### src/rtl/vga_timing.sv
// VGA raster timing generator clocked by the 25 MHz tap clkdiv[1].
// The counters drive col/row directly. Sync and enable lag one pixel to line up with a registered pixel stage.
module vga_timing #(
    parameter int H_ACTIVE = 640,
    parameter int H_TOTAL  = 800,
    parameter int V_ACTIVE = 480,
    parameter int V_TOTAL  = 525
) (
    input  logic [31:0] clkdiv,
    input  logic        N_rst,
    output logic [9:0]  col_addr,
    output logic [8:0]  row_addr,
    output logic        fresh,
    output logic        hs,
    output logic        vs,
    output logic        rdn,
    output logic [15:0] frame_cnt
);
    localparam logic [9:0] H_ACT  = 10'(H_ACTIVE);
    localparam logic [9:0] H_LAST = 10'(H_TOTAL - 1);
    localparam logic [9:0] HS_BEG = 10'(H_ACTIVE + 16);
    localparam logic [9:0] HS_END = 10'(H_ACTIVE + 16 + 96 - 1);
    localparam logic [9:0] V_ACT  = 10'(V_ACTIVE);
    localparam logic [9:0] V_LAST = 10'(V_TOTAL - 1);
    localparam logic [9:0] VS_BEG = 10'(V_ACTIVE + 10);
    localparam logic [9:0] VS_END = 10'(V_ACTIVE + 10 + 2 - 1);

    logic       clk_s;
    logic       unused_clkdiv_s;
    logic [9:0] h_cnt_r;
    logic [9:0] v_cnt_r;
    logic [9:0] h_next_s;
    logic [9:0] v_next_s;
    logic       frame_end_s;
    logic       hs_raw_s;
    logic       vs_raw_s;
    logic       en_raw_s;

    // Only bit 1 of the divider bus is a clock; the rest is deliberately ignored.
    assign clk_s           = clkdiv[1];
    assign unused_clkdiv_s = ^{clkdiv[31:2], clkdiv[0]};

    assign col_addr = h_cnt_r;
    assign row_addr = v_cnt_r[8:0];

    // Next counter values; >= keeps both counters in range even if a register is ever upset.
    always_comb begin
        h_next_s    = h_cnt_r + 10'd1;
        v_next_s    = v_cnt_r;
        frame_end_s = 1'b0;
        if (h_cnt_r >= H_LAST) begin
            h_next_s = 10'd0;
            if (v_cnt_r >= V_LAST) begin
                v_next_s    = 10'd0;
                frame_end_s = 1'b1;
            end else begin
                v_next_s = v_cnt_r + 10'd1;
            end
        end else begin
            h_next_s = h_cnt_r + 10'd1;
        end
    end

    // Undelayed sync and display-enable terms decoded from the current counters.
    always_comb begin
        hs_raw_s = !((h_cnt_r >= HS_BEG) && (h_cnt_r <= HS_END));
        vs_raw_s = !((v_cnt_r >= VS_BEG) && (v_cnt_r <= VS_END));
        en_raw_s = (h_cnt_r < H_ACT) && (v_cnt_r < V_ACT);
    end

    // Raster counters, frame-aligned fresh flag, pixel-delayed sync/enable and frame counter.
    always_ff @(posedge clk_s or negedge N_rst) begin
        if (!N_rst) begin
            h_cnt_r   <= 10'd0;
            v_cnt_r   <= 10'd0;
            fresh     <= 1'b1;
            hs        <= 1'b1;
            vs        <= 1'b1;
            rdn       <= 1'b1;
            frame_cnt <= 16'd0;
        end else begin
            h_cnt_r <= h_next_s;
            v_cnt_r <= v_next_s;
            // fresh follows the row the counters move to, so it changes together with row_addr.
            fresh   <= (v_next_s < V_ACT);
            hs      <= hs_raw_s;
            vs      <= vs_raw_s;
            rdn     <= ~en_raw_s;
            if (frame_end_s) begin
                frame_cnt <= frame_cnt + 16'd1;
            end else begin
                frame_cnt <= frame_cnt;
            end
        end
    end
endmodule

### config.mk
export PLATFORM = sky130hd
export DESIGN_NAME = vga_timing
export DESIGN_NICKNAME = d
export VERILOG_FILES = /design/src/rtl/vga_timing.sv
export SDC_FILE = /design/constraint.sdc
export NUM_CORES = 1
export LEC_CHECK = 0
export CORE_MARGIN = 5
export CORE_UTILIZATION = 40
export DETAILED_ROUTE_END_ITERATION = 6
export PLACE_DENSITY = 0.73
export SLEW_MARGIN = 20
export SYNTH_ARGS = -nofsm -noshare
export SYNTH_HDL_FRONTEND = slang
export SYNTH_SLANG_ARGS = --single-unit
### constraint.sdc
create_clock -name clkdiv -period 5 [get_ports clkdiv]
set_input_delay 1 -clock clkdiv [delete_from_list [all_inputs] [get_ports clkdiv]]
set_output_delay 1 -clock clkdiv [all_outputs]
set_load 0.02 [all_outputs]
==> reports/qor.yml <==
placement:
  portBuffers: 40
  dpl.hpwl_mm: 2.86
  place_congestion: 0.808
clock_tree:
  cts_hold_buf: 0
  h-tree-depth: 2
  ctsResizeCount: 0
  root_buffer: "clkbuf_8"
  cts_tree: "done"
  clk_pin_slew_ns: 0.07
  clockBufferDepth: 2
  postCtsSetupBuffers: 0
  cts_sinks: 40
  numCtsBuffers: 5
  insertion_delay_ns: 0.29
finish:
  final_common_cell: "clkdlybuf4s50_1"
  fillers: 434
  layout_common_cells: "39 x clkdlybuf4s50_1, 36 x dfrtp_1, 22 x nor2_1"
  area_growth_pct: 24.1
  antenna_cells: 0
  finish.utilization: 0.520
  design.final.nets: 273
  drive_gt1_frac: 0.0678
route:
  drtIter0Drc: 40
  ant_nets: 0
  post-route-drc-count: 0
  first_pass_iters: 4
  via_count: 1465
  drt-total-wl_mm: 3.94
  vias_per_cell: 4.83
  drt-wirelength-per-cell_um: 13.0
sta:
  drv_slew: 0
  final_hold_viol_count: 0
  slew_headroom: 0.429
  rsz0062_at_grt: "no"
  period_minus_slack_ns: 2.47
  fin_setup_tns_ns: 0
  fin_crit_sh: 0.494
  setup_violations: 0
  fmax_mhz: 405
  worstMarginPinSlew_ns: 0.857
  skew_ns: 0.00301
worst_setup_path:
  cp_top_family: "buffers and inverters"
  endpoint_kind: "output port"
  cpMaxStageDelayCell: "clkdlybuf4s50_1"
  critPathBufInv: 1
  worstPathRequired_ns: 4.00
  path_class: "reg -> out"
  critPathMaxFanout: 8
  start_kind: "flip-flop"
  cp_cell_sequence: "clkdlybuf4s50_1"
  cp.arrival_ns: 1.47
  slowest_delay_ns: 0.67
die:
  core_um2: 4790
  die_w_um: 80.8
  num_rows: 25
  die_area_um2: 6530
  die_height_um: 80.8
  start_util: 0.419
  io_pins: 72
yosys:
  synth.distinct_cells: 34
  syn_area_per_cell_um2: 9.97
  synth_edf_count: 0
  syn_nets: 239
  ys_warn_count: 0
  netlist_instances: 201
  synthesis.area_um2: 2000
  async_flop_share: 1.00
  yosys_register_bits: 40
  synth-main-ff-cell: "dfrtp_1"
  seq_area_frac_synth: 0.502
grt:
  grt_pass1_vias: 1392
  antenna_found_initial: 0
  overflow: 0
  grt_pass1_wl_mm: 6.78
  grt_use_total: 0.136
  grt_max_degree: 41
hold_path:
  hold_path.class: "reg -> reg"
pwr:
  p_total_uw: 551
  p_leak_nw: 1.10
  p_per_area_nw_per_um2: 222
  vdd_drop_max_uv: 92.2
status:
  outcome: "complete, no violations"
run:
  drv_cap: 0
## synth_stat cells, types with 5 or more instances
library cell | count | share of area
nand4_1 | 8 | 0.025
ha_1 | 5 | 0.031
and2_1 | 6 | 0.019
xnor2_1 | 9 | 0.039
inv_1 | 9 | 0.017
xor2_1 | 15 | 0.066
nor2_1 | 22 | 0.041
o21ai_0 | 10 | 0.025
buf_4 | 9 | 0.034
and3_1 | 5 | 0.016
nand3_1 | 10 | 0.025
dfrtp_1 | 36 | 0.45
nand2_1 | 21 | 0.039
## kinds of logic (layout without fill, tap and decap cells)
kind of cell,count (synthesis),count (layout),synth area share
fa+ha+maj,5,5,0.0312
xor+xnor,24,24,0.105
mux,1,1,0.00749
buf+inv,22,57,0.0618
simple gates,87,87,0.218
flops,40,40,0.502
compound gates,22,22,0.0743
## routing by layer
metal | GRT usage | part of all wire | vias to the layer above
met2 | 0.224 | 0.47 | 29
li1 | - | - | 738
met1 | 0.171 | 0.47 | 692
met4 | 0.0625 | 0.022 | 0
met5 | 0 | 0 | -
met3 | 0.0322 | 0.033 | 6
## sequential cells by signal (all words and copies together), names as in the netlist
name / flops
vs: 1
hs: 1
rdn: 1
fresh: 1
v_cnt_r: 10
frame_cnt: 16
col_addr: 10
## where the power goes
part           total [mW]  internal (mW)  leakage [nW]  switching [mW]
logic             0.00610       0.000282         0.527         0.00582
registers           0.323          0.323         0.531               0
clock network       0.222          0.112        0.0445           0.110
## stage by stage
stage          cells  cell area, µm²  setup slack, ns  hold slack [ns]
4_1_cts          303            2490             2.52            0.484
3_5_place_dp     295            2390             2.80            0.471
2_1_floorplan    201            2000             3.05            0.510
3_3_place_gp     295            2390             2.83            0.469
6_report         303            2490             2.53            0.482
5_1_grt          303            2490             2.45            0.512
## final timing paths
| path | cells after the start | slack, ns | endpoint | startpoint |
|---|---|---|---|---|
| max | 1 | 2.53 | row_addr[6] | v_cnt_r[6]$_DFF_PN0_ |
| min | 1 | 0.48 | frame_cnt[15]$_DFFE_PN0P_ | frame_cnt[15]$_DFFE_PN0P_ |
| max reg2reg | 6 | 2.81 | frame_cnt[13]$_DFFE_PN0P_ | col_addr[0]$_DFF_PN0_ |
| min reg2reg | 1 | 0.48 | frame_cnt[15]$_DFFE_PN0P_ | frame_cnt[15]$_DFFE_PN0P_ |
| max in group asynchronous | 1 | 3.65 | v_cnt_r[4]$_DFFE_PN0N_ | N_rst |
| min in group asynchronous | 1 | 0.82 | frame_cnt[12]$_DFFE_PN0P_ | N_rst |
## layout make-up
| class | instances | area [µm²] | share of cell area |
|---|---|---|---|
| clock inverter | 1 | 7.51 | 0.00302 |
| timing repair buffer | 40 | 395 | 0.159 |
| clock buffer | 7 | 86.3 | 0.0347 |
| multi-input combinational | 139 | 875 | 0.352 |
| sequential | 40 | 1010 | 0.404 |
| inverter | 9 | 33.8 | 0.0136 |
| tap | 67 | 83.8 | 0.0337 |
Note: power is estimated with default switching activity, not from simulation.
